## config.mk

```make
export PLATFORM = sky130hd
export DESIGN_NAME = uart_core_p
export DESIGN_NICKNAME = d
export VERILOG_FILES = /design/src/rtl/uart_core_p.sv
export SDC_FILE = /design/constraint.sdc
export NUM_CORES = 1
export LEC_CHECK = 0
export ABC_AREA = 1
export BUFFER_PORTS_ARGS = -buffer_cell sky130_fd_sc_hd__buf_2
export CAP_MARGIN = 20
export CELL_PAD_IN_SITES_DETAIL_PLACEMENT = 0
export CELL_PAD_IN_SITES_GLOBAL_PLACEMENT = 2
export CORE_MARGIN = 5
export CORE_UTILIZATION = 30
export CTS_CLUSTER_SIZE = 14
export DETAILED_ROUTE_END_ITERATION = 10
export PLACE_DENSITY_LB_ADDON = 0.1
export SLEW_MARGIN = 5
export SYNTH_ARGS = -nofsm -noshare
export SYNTH_HDL_FRONTEND = slang
export SYNTH_SLANG_ARGS = --single-unit
```

## constraint.sdc

```tcl
create_clock -name clk -period 1.77 [get_ports clk]
set_clock_uncertainty 0.05 [all_clocks]
set_input_delay 0 -clock clk [delete_from_list [all_inputs] [get_ports clk]]
set_output_delay 0 -clock clk [all_outputs]
set_load 0.01 [all_outputs]
```

## src/rtl/uart_core_p.sv

```systemverilog
`timescale 1ns/1ps
// uart_core_p: parametrised full-duplex UART (one TX, one RX) with
// ready/valid transmit handshake, mid-bit receive sampling, false-start
// rejection and framing-error reporting.
// Optional parity bit: define UART_PARITY_EN (PARITY_ODD selects odd parity).
module uart_core_p #(
    parameter int unsigned CLKS_PER_BIT = 16,
    parameter int unsigned DATA_BITS    = 8,
    parameter int unsigned STOP_BITS    = 1,
    parameter int unsigned PARITY_ODD   = 0
) (
    input  logic                 clk,
    input  logic                 reset_n,
    input  logic [DATA_BITS-1:0] tx_data,
    input  logic                 tx_valid,
    output logic                 tx_ready,
    output logic                 uart_tx,
    input  logic                 uart_rx,
    output logic [DATA_BITS-1:0] rx_data,
    output logic                 rx_valid,
    output logic                 rx_frame_err,
    output logic                 rx_parity_err
);

    // Counter must span the whole stop phase, which may be two bit periods.
    localparam int unsigned CNT_W = $clog2(STOP_BITS * CLKS_PER_BIT);
    localparam int unsigned BIT_W = $clog2(DATA_BITS);

    localparam logic [CNT_W-1:0] BIT_LAST  = CNT_W'(CLKS_PER_BIT - 1);
    localparam logic [CNT_W-1:0] HALF_LAST = CNT_W'(CLKS_PER_BIT / 2 - 1);
    localparam logic [CNT_W-1:0] STOP_LAST = CNT_W'(STOP_BITS * CLKS_PER_BIT - 1);
    localparam logic [BIT_W-1:0] DATA_LAST = BIT_W'(DATA_BITS - 1);

    // Reject parameter values the bit timing cannot support.
    if ((CLKS_PER_BIT < 4) || ((CLKS_PER_BIT % 2) != 0) ||
        (DATA_BITS < 5) || (DATA_BITS > 9) ||
        (STOP_BITS < 1) || (STOP_BITS > 2) || (PARITY_ODD > 1)) begin : g_param_check
        $error("uart_core_p: illegal parameter combination");
    end

    typedef enum logic [2:0] {
        TX_IDLE,
        TX_START,
        TX_DATA,
`ifdef UART_PARITY_EN
        TX_PARITY,
`endif
        TX_STOP
    } tx_state_e;

    typedef enum logic [2:0] {
        RX_IDLE,
        RX_START,
        RX_DATA,
`ifdef UART_PARITY_EN
        RX_PARITY,
`endif
        RX_STOP,
        RX_WAIT_HIGH
    } rx_state_e;

    // ------------------------------------------------------------------
    // Transmitter
    // ------------------------------------------------------------------
    tx_state_e              tx_state_q, tx_state_d;
    logic [CNT_W-1:0]       tx_cnt_q, tx_cnt_d;
    logic [BIT_W-1:0]       tx_bit_q, tx_bit_d;
    logic [DATA_BITS-1:0]   tx_shift_q, tx_shift_d;
    logic                   uart_tx_q, uart_tx_d;
    logic                   tx_ready_q, tx_ready_d;
`ifdef UART_PARITY_EN
    logic                   tx_par_q, tx_par_d;
`endif

    // TX state and output registers.
    always_ff @(posedge clk or negedge reset_n) begin
        if (!reset_n) begin
            tx_state_q <= TX_IDLE;
            tx_cnt_q   <= '0;
            tx_bit_q   <= '0;
            tx_shift_q <= '0;
            uart_tx_q  <= 1'b1;
            tx_ready_q <= 1'b1;
`ifdef UART_PARITY_EN
            tx_par_q   <= 1'b0;
`endif
        end else begin
            tx_state_q <= tx_state_d;
            tx_cnt_q   <= tx_cnt_d;
            tx_bit_q   <= tx_bit_d;
            tx_shift_q <= tx_shift_d;
            uart_tx_q  <= uart_tx_d;
            tx_ready_q <= tx_ready_d;
`ifdef UART_PARITY_EN
            tx_par_q   <= tx_par_d;
`endif
        end
    end

    // TX next state: the line level for the next cycle is decided here so
    // uart_tx leaves a flop and changes exactly on bit boundaries.
    always_comb begin
        tx_state_d = tx_state_q;
        tx_cnt_d   = tx_cnt_q;
        tx_bit_d   = tx_bit_q;
        tx_shift_d = tx_shift_q;
        uart_tx_d  = uart_tx_q;
        tx_ready_d = tx_ready_q;
`ifdef UART_PARITY_EN
        tx_par_d   = tx_par_q;
`endif
        unique case (tx_state_q)
            TX_IDLE: begin
                uart_tx_d  = 1'b1;
                tx_ready_d = 1'b1;
                if (tx_valid && tx_ready_q) begin
                    tx_shift_d = tx_data;
`ifdef UART_PARITY_EN
                    tx_par_d   = (^tx_data) ^ 1'(PARITY_ODD);
`endif
                    tx_cnt_d   = '0;
                    tx_bit_d   = '0;
                    tx_ready_d = 1'b0;
                    uart_tx_d  = 1'b0;
                    tx_state_d = TX_START;
                end
            end
            TX_START: begin
                if (tx_cnt_q == BIT_LAST) begin
                    tx_cnt_d   = '0;
                    uart_tx_d  = tx_shift_q[0];
                    tx_state_d = TX_DATA;
                end else begin
                    tx_cnt_d = tx_cnt_q + CNT_W'(1);
                end
            end
            TX_DATA: begin
                if (tx_cnt_q == BIT_LAST) begin
                    tx_cnt_d = '0;
                    if (tx_bit_q == DATA_LAST) begin
`ifdef UART_PARITY_EN
                        uart_tx_d  = tx_par_q;
                        tx_state_d = TX_PARITY;
`else
                        uart_tx_d  = 1'b1;
                        tx_state_d = TX_STOP;
`endif
                    end else begin
                        tx_bit_d   = tx_bit_q + BIT_W'(1);
                        tx_shift_d = tx_shift_q >> 1;
                        uart_tx_d  = tx_shift_q[1];
                    end
                end else begin
                    tx_cnt_d = tx_cnt_q + CNT_W'(1);
                end
            end
`ifdef UART_PARITY_EN
            TX_PARITY: begin
                if (tx_cnt_q == BIT_LAST) begin
                    tx_cnt_d   = '0;
                    uart_tx_d  = 1'b1;
                    tx_state_d = TX_STOP;
                end else begin
                    tx_cnt_d = tx_cnt_q + CNT_W'(1);
                end
            end
`endif
            TX_STOP: begin
                if (tx_cnt_q == STOP_LAST) begin
                    tx_cnt_d   = '0;
                    uart_tx_d  = 1'b1;
                    tx_ready_d = 1'b1;
                    tx_state_d = TX_IDLE;
                end else begin
                    tx_cnt_d = tx_cnt_q + CNT_W'(1);
                end
            end
            default: begin
                uart_tx_d  = 1'b1;
                tx_ready_d = 1'b1;
                tx_state_d = TX_IDLE;
            end
        endcase
    end

    // ------------------------------------------------------------------
    // Receiver
    // ------------------------------------------------------------------
    logic [1:0]             rx_sync_q;
    logic                   rx_line;
    rx_state_e              rx_state_q, rx_state_d;
    logic [CNT_W-1:0]       rx_cnt_q, rx_cnt_d;
    logic [BIT_W-1:0]       rx_bit_q, rx_bit_d;
    logic [DATA_BITS-1:0]   rx_shift_q, rx_shift_d;
    logic [DATA_BITS-1:0]   rx_data_q, rx_data_d;
    logic                   rx_valid_q, rx_valid_d;
    logic                   rx_ferr_q, rx_ferr_d;
`ifdef UART_PARITY_EN
    logic                   rx_par_bad_q, rx_par_bad_d;
    logic                   rx_perr_q, rx_perr_d;
`endif

    // Two-flop synchroniser; resets to the idle-high line level.
    always_ff @(posedge clk or negedge reset_n) begin
        if (!reset_n) begin
            rx_sync_q <= 2'b11;
        end else begin
            rx_sync_q <= {rx_sync_q[0], uart_rx};
        end
    end

    assign rx_line = rx_sync_q[1];

    // RX state and output registers.
    always_ff @(posedge clk or negedge reset_n) begin
        if (!reset_n) begin
            rx_state_q   <= RX_IDLE;
            rx_cnt_q     <= '0;
            rx_bit_q     <= '0;
            rx_shift_q   <= '0;
            rx_data_q    <= '0;
            rx_valid_q   <= 1'b0;
            rx_ferr_q    <= 1'b0;
`ifdef UART_PARITY_EN
            rx_par_bad_q <= 1'b0;
            rx_perr_q    <= 1'b0;
`endif
        end else begin
            rx_state_q   <= rx_state_d;
            rx_cnt_q     <= rx_cnt_d;
            rx_bit_q     <= rx_bit_d;
            rx_shift_q   <= rx_shift_d;
            rx_data_q    <= rx_data_d;
            rx_valid_q   <= rx_valid_d;
            rx_ferr_q    <= rx_ferr_d;
`ifdef UART_PARITY_EN
            rx_par_bad_q <= rx_par_bad_d;
            rx_perr_q    <= rx_perr_d;
`endif
        end
    end

    // RX next state: half a bit into the start bit, then every full bit,
    // lands each sample in the middle of its bit.
    always_comb begin
        rx_state_d   = rx_state_q;
        rx_cnt_d     = rx_cnt_q;
        rx_bit_d     = rx_bit_q;
        rx_shift_d   = rx_shift_q;
        rx_data_d    = rx_data_q;
        rx_valid_d   = 1'b0;
        rx_ferr_d    = rx_ferr_q;
`ifdef UART_PARITY_EN
        rx_par_bad_d = rx_par_bad_q;
        rx_perr_d    = rx_perr_q;
`endif
        unique case (rx_state_q)
            RX_IDLE: begin
                if (!rx_line) begin
                    rx_cnt_d   = '0;
                    rx_state_d = RX_START;
                end
            end
            RX_START: begin
                if (rx_cnt_q == HALF_LAST) begin
                    rx_cnt_d   = '0;
                    rx_bit_d   = '0;
                    // A line already back high mid-start-bit is a glitch.
                    rx_state_d = rx_line ? RX_IDLE : RX_DATA;
                end else begin
                    rx_cnt_d = rx_cnt_q + CNT_W'(1);
                end
            end
            RX_DATA: begin
                if (rx_cnt_q == BIT_LAST) begin
                    rx_cnt_d   = '0;
                    rx_shift_d = {rx_line, rx_shift_q[DATA_BITS-1:1]};
                    if (rx_bit_q == DATA_LAST) begin
`ifdef UART_PARITY_EN
                        rx_state_d = RX_PARITY;
`else
                        rx_state_d = RX_STOP;
`endif
                    end else begin
                        rx_bit_d = rx_bit_q + BIT_W'(1);
                    end
                end else begin
                    rx_cnt_d = rx_cnt_q + CNT_W'(1);
                end
            end
`ifdef UART_PARITY_EN
            RX_PARITY: begin
                if (rx_cnt_q == BIT_LAST) begin
                    rx_cnt_d     = '0;
                    rx_par_bad_d = rx_line ^ (^rx_shift_q) ^ 1'(PARITY_ODD);
                    rx_state_d   = RX_STOP;
                end else begin
                    rx_cnt_d = rx_cnt_q + CNT_W'(1);
                end
            end
`endif
            RX_STOP: begin
                if (rx_cnt_q == BIT_LAST) begin
                    rx_cnt_d   = '0;
                    rx_data_d  = rx_shift_q;
                    rx_valid_d = 1'b1;
                    rx_ferr_d  = !rx_line;
`ifdef UART_PARITY_EN
                    rx_perr_d  = rx_par_bad_q;
`endif
                    // A low stop bit may be a break; wait for idle before rearming.
                    rx_state_d = rx_line ? RX_IDLE : RX_WAIT_HIGH;
                end else begin
                    rx_cnt_d = rx_cnt_q + CNT_W'(1);
                end
            end
            RX_WAIT_HIGH: begin
                if (rx_line) begin
                    rx_state_d = RX_IDLE;
                end
            end
            default: begin
                rx_state_d = RX_IDLE;
            end
        endcase
    end

    assign tx_ready     = tx_ready_q;
    assign uart_tx      = uart_tx_q;
    assign rx_data      = rx_data_q;
    assign rx_valid     = rx_valid_q;
    assign rx_frame_err = rx_ferr_q;
`ifdef UART_PARITY_EN
    assign rx_parity_err = rx_perr_q;
`else
    assign rx_parity_err = 1'b0;
`endif

endmodule

```

# ---- After elaboration in Yosys (flattened, before gate mapping)
# Index checks and enable logic that the tools add are counted.
dict set report op_classes {
  n_addsub 4
  n_eq_ne 25
  mux 43
  bitwise_logic 1
  reduce_logical 21
}
# op n
set op_table {}
lappend op_table {{two-way mux 3 bit} 18}
lappend op_table {{!= test 2 bit, second input constant} 13}
lappend op_table {{two-way mux 8 bit} 3}
lappend op_table {{two-way mux 4 bit} 5}
lappend op_table {{case mux 8 bit (2 select lines)} 1}
lappend op_table {{case mux 3 bit (5 select lines)} 1}
lappend op_table {{== test 3 x 2 -> 1 bit, second input constant} 4}
lappend op_table {{case mux 3 bit (2 select lines)} 2}
lappend op_table {{case mux 3 bit (4 select lines)} 1}
lappend op_table {{case mux 4 bit (3 select lines)} 1}
lappend op_table {{AND reduction 2 bit} 5}
lappend op_table {{== test 3 bit, second input constant} 3}
lappend op_table {{adder 4 x 1 -> 4 bit, second input constant} 2}
lappend op_table {{== test 4 bit, second input constant} 2}
lappend op_table {{case mux 4 bit (2 select lines)} 1}
lappend op_table {{AND reduction 4 bit} 2}
lappend op_table {{two-way mux 1 bit} 7}
lappend op_table {{adder 3 x 1 -> 3 bit, second input constant} 2}
lappend op_table {{== test 3 x 1 -> 1 bit, second input constant} 2}
lappend op_table {{logical NOT 3 bit} 2}
lappend op_table {{AND reduction 6 bit} 1}
lappend op_table {{nonzero test 2 bit} 3}
lappend op_table {{AND reduction 5 bit} 1}
lappend op_table {{== test 4 x 3 -> 1 bit, second input constant} 1}
lappend op_table {{other kinds (10)} 11}
dict set report totals {
  register_bits 50
  in_bits 12
  out_inout_bits 13
  word_cells 108
}

# ---- Depth between registers and ports, before layout
dict set report depth {
  word_depth 4
  mapped_depth 9
}

# ---- Least setup slack after synthesis
# OpenSTA, ideal clock, no wires.
dict set report synth_timing {
  path_type {register to register}
  from {register tx_state_q[0]}
  to {register tx_shift_q[0]}
  setup_ns 0.124
  arrival_time_ns 1.380
  required_ns 1.596
  setup_slack_ns 0.216
  stages_incl_launch_ff 7
  path_buffers 1
  synth_period_minus_slack_ns 1.554
  path_cell_list {dfrtp_1 > inv_1 > ha_1 > or2_2 > nand4_2 > buf_4 > o21ai_2}
}
dict set report synth_between {
  elab_chain_cells 3
  word_cells_on_any_way 8
  cone_classes {eq/ne: 4; mux: 1; reduce/logical: 3}
}
# item line
set synth_lines {}
lappend synth_lines {{from (decl)} 65} ;# tx_state_e tx_state_q, tx_state_d;
lappend synth_lines {{from (signal assigned)} 88} ;# tx_state_q <= tx_state_d;
lappend synth_lines {{== test 3 x 2 -> 1 bit / logical NOT 3 bit (equally long branches)} 112} ;# unique case (tx_state_q)
lappend synth_lines {{!= test 2 bit (no source line) / nonzero test 2 bit (equally long branches)} -}
lappend synth_lines {{AND reduction 4 bit (no source line)} -}
lappend synth_lines {{to (signal assigned)} 91} ;# tx_shift_q <= tx_shift_d;
lappend synth_lines {{to (decl)} 68} ;# logic [DATA_BITS-1:0] tx_shift_q, tx_shift_d;
# Parallel ways exist; a longest one is shown, timed or not.
# A chain may end at the register's enable or synchronous reset.

# ---- Worst setup path in the final report
dict set report layout_timing {
  from {register tx_state_q[1]}
  to {register tx_bit_q[1]}
}
dict set report layout_between {
  elab_chain_cells 3
  word_cells_on_any_way 8
  cone_classes {eq/ne: 4; mux: 1; reduce/logical: 3}
}
# item line
set layout_lines {}
lappend layout_lines {{== test 3 x 2 -> 1 bit / logical NOT 3 bit (equally long branches)} 112}
lappend layout_lines {{!= test 2 bit (no source line) / nonzero test 2 bit (equally long branches)} -}
lappend layout_lines {{AND reduction 4 bit (no source line)} -}
lappend layout_lines {{to (signal assigned)} 90} ;# tx_bit_q <= tx_bit_d;
lappend layout_lines {{to (decl)} 67} ;# logic [BIT_W-1:0] tx_bit_q, tx_bit_d;
# Parallel ways exist; a longest one is shown, timed or not.

==> results.yml <==
status:
  status: "completed"
sta:
  postLayoutSetupSlackWorst_ps: 138
  slew_viol_final: 0
  hold_slack_ps: 149
  fin_setup_tns_ps: 0
  hold_viol: 0
  finalCritPeriodShare_pct: 92.2
  layout_min_cycle_time_ps: 1630
  finalSetupViolCount: 0
  fmax_mhz: 613
hold_path:
  hp-class: "input port to asynchronous set/reset pin"
clock_tree:
  tritoncts: "yes"
  clockBufferDepth: 2
  clock_latency_ps: 310
  numCtsBuffers: 5
  root_buffer: "clkbuf_8"
  path_clk_slew_ps: 90
  htreeDepth: 2
  clock-sinks: 49
routing:
  antenna_left: 0
  wire_per_inst_um: 11.7
  maxUsedRoutingLayer: "met4"
  via_per_inst: 4.36
  drc: 0
  drt_iter0_drc: 69
  dr_total_vias: 1812
  wl_met1_um: 2420
  routed-wl-met3_um: 136
  first_pass_iters: 4
  wl_met2_um: 2260
  wirelength_um: 4870
finish:
  fin_nets: 334
  drive_gt1_share_pct: 23.5
  fin_cells: 416
  syn_to_final_growth_pct: 21.9
  fill_cells: 885
  antennaDiodeCount: 0
  fin_util_pct: 37.1
pwr:
  seqPwrFrac_pct: 37.1
  p_leak_nw: 1.50
  ir_worst_vdd_v: 0.000632
  power.density_mw_per_mm2: 1470
  clkPwrFrac_pct: 21.9
  swShare_pct: 37.8
  p_sw_mw: 1.67
  power.internal_mw: 2.75
  combPwrFrac_pct: 41.0
placement:
  portBuffers: 23
  dp_cells: 394
  hpwlAfterDp_um: 3320
  place.gp.congestion: 0.732
  dp_slack_ps: 127
synth:
  synthArstFlopShare_pct: 100
  synth.top_cell.area_share_pct: 45.7
  synth.net_count: 290
  yosys.area.top_type: "dfrtp_1"
  synth-main-ff-cell: "dfrtp_1"
  ys_seq_elements: 49
  synth_area_leaders: "dfrtp_1 46%, nand2_1 11%, o21ai_2 6.4%, ha_1 6.1%, inv_1 4.7%"
  synth_area_per_cell_um2: 9.26
  yosysUniqueCellTypes: 29
  syn_area_mm2: 0.00246
  synth_enable_flop_cells: 0
  ys_warn_count: 0
  netlist_instances: 266
  ys_seq_area_share_pct: 50.0
global_route:
  grt_max_degree: 50
  track_usage_pct: 10.6
  grt_pass1_wl_um: 8460
  grt_pass1_vias: 1823
  overflow: 0
  antenna_found_initial: 0
worst_setup_path:
  cpPeakStageDelay_ps: 440
  worstPathRequired_ps: 1960
  reg2reg_to: "tx_bit_q[1]"
  crit_family: "simple AND/OR/NAND/NOR gates"
  crit_path_start_kind: "flip-flop"
  crit_fanout: 22
  ff2ff_path_depth: 7
  r2r_slack_ps: 140
  crit_slowest_cell: "dfrtp_1"
  crit_chain: "inv_1 > ha_1 > or2_2 > nand4_2 > buf_12 > nand2_1 > o21ai_1"
  crit_arrival_ps: 1820
  timing.rr.start: "tx_state_q[1]"
  crit_buf_inv: 2
  end_kind: "flip-flop"
  path_class: "flip-flop to flip-flop"
run:
  maxCapViolCount: 0
floorplanning:
  fp.dieArea_mm2: 0.0101
  die_y_um: 101
  die_w_um: 101
  start_util_pct: 30.4
  core_area_mm2: 0.00809
  rows: 33
  io_pins: 25
[worst max path at each step]
stage / startpoint / end / slack [ps] / cells after the start
finish: tx_state_q[1] / tx_bit_q[1] / 140 / 7
global placement: tx_state_q[0] / tx_shift_q[3] / 170 / 7
detailed placement: tx_state_q[0] / tx_bit_q[2] / 130 / 7
global route: tx_state_q[0] / tx_shift_q[2] / -2 / 7
floorplan: tx_state_q[0] / tx_shift_q[0] / 220 / 6
CTS: tx_state_q[0] / tx_bit_q[1] / 90 / 7
[layout make-up]
cell class | instances | area [um2] | area share, %
clock buffer | 5 | 68.8 | 2.29
sequential | 49 | 1230 | 41.0
clock inverter | 3 | 65.1 | 2.17
multi-input combinational | 179 | 1060 | 35.2
inverter | 32 | 120 | 4.00
timing repair buffer | 43 | 330 | 11.0
tap | 105 | 131 | 4.38
[power groups by stage]
| stage | registers [mW] | logic (mW) | clock network, mW |
|---|---|---|---|
| after floorplan | 1.62 | 1.34 | 0 |
| after global placement | 1.67 | 1.79 | 0 |
| after detailed placement | 1.67 | 1.77 | 0 |
| after CTS | 1.65 | 1.80 | 1.00 |
| after global routing | 1.68 | 2.07 | 1.05 |
| final | 1.64 | 1.81 | 0.965 |
[through the flow]
step                total power, mW  instance area, um2
detailed placement             3.44                2740
global route                   4.80                3000
CTS                            4.45                2980
global placement               3.45                2740
floorplan                      2.97                2460
finish                         4.41                3000
[registers in the layout, indices dropped and copies added (netlist names)]
name	count
tx_bit_q	3
rx_sync_q	2
rx_bit_q	3
tx_ready	1
rx_data	8
tx_shift_q	8
rx_shift_q	8
rx_valid	1
rx_frame_err	1
uart_tx	1
tx_cnt_q	4
rx_state_q	3
rx_cnt_q	4
tx_state_q	2
[kinds of logic (layout without fill, tap and decap cells)]
logic type      count (synthesis)  count (layout)  synth area share, %
compound gates                 45              45                 12.6
xor+xnor                        3               3                 1.07
fa+ha+maj                      12              12                 6.09
buf+inv                        38              83                 7.16
flops                          49              49                 50.0
mux                             8               8                 3.25
other cells                     1               1                0.152
simple gates                  110             110                 19.7
[timing repair]
action	4_1_cts	5_1_grt
hold buffers	11	0
gates resized for setup	0	0
endpoints found under the setup margin	0	12
setup buffers	0	3
hold endpoints to repair	59	0
[synth_stat cells, types with 2 or more instances]
library cell / n
a21oi_1: 2
buf_4: 3
buf_6: 3
dfrtp_1: 45
dfstp_2: 4
ha_1: 12
inv_1: 31
mux2i_1: 8
nand2_1: 71
nand2_2: 2
nand3_1: 17
nand3_2: 2
nor2_1: 11
nor2_4: 2
o21ai_0: 16
o21ai_2: 18
o21bai_1: 3
o22ai_1: 2
or2_2: 2
xor2_1: 3
[placed cells by master, fill, tap and decap left out, types with 2 or more instances in the layout]
master,n
nand3_2,2
o21bai_1,3
ha_1,12
xor2_1,3
buf_12,3
nand2_1,71
buf_2,23
dfstp_2,4
nor2_1,11
nand3_1,17
nor2_4,2
nand2_2,2
buf_4,6
a21oi_1,2
dfrtp_1,45
inv_1,31
or2_2,2
o22ai_1,2
o21ai_2,18
clkbuf_8,5
o21ai_0,16
dlygate4sd3_1,11
bufinv_16,2
mux2i_1,8
[routing by layer]
layer | vias up | track usage (%)
met5 | - | 0
met4 | 0 | 3.73
met3 | 6 | 2.98
met2 | 20 | 17.1
met1 | 848 | 13.5
li1 | 938 | -
[worst register-to-register path: cells and delay by family, from the launching register on]
| kind | cells | cell delay [ps] |
|---|---|---|
| compound gates | 1 | 70 |
| fa+ha+maj | 1 | 240 |
| buf+inv | 2 | 290 |
| flops | 1 | 440 |
| simple gates | 3 | 490 |
(Power assumes the default switching activity.)
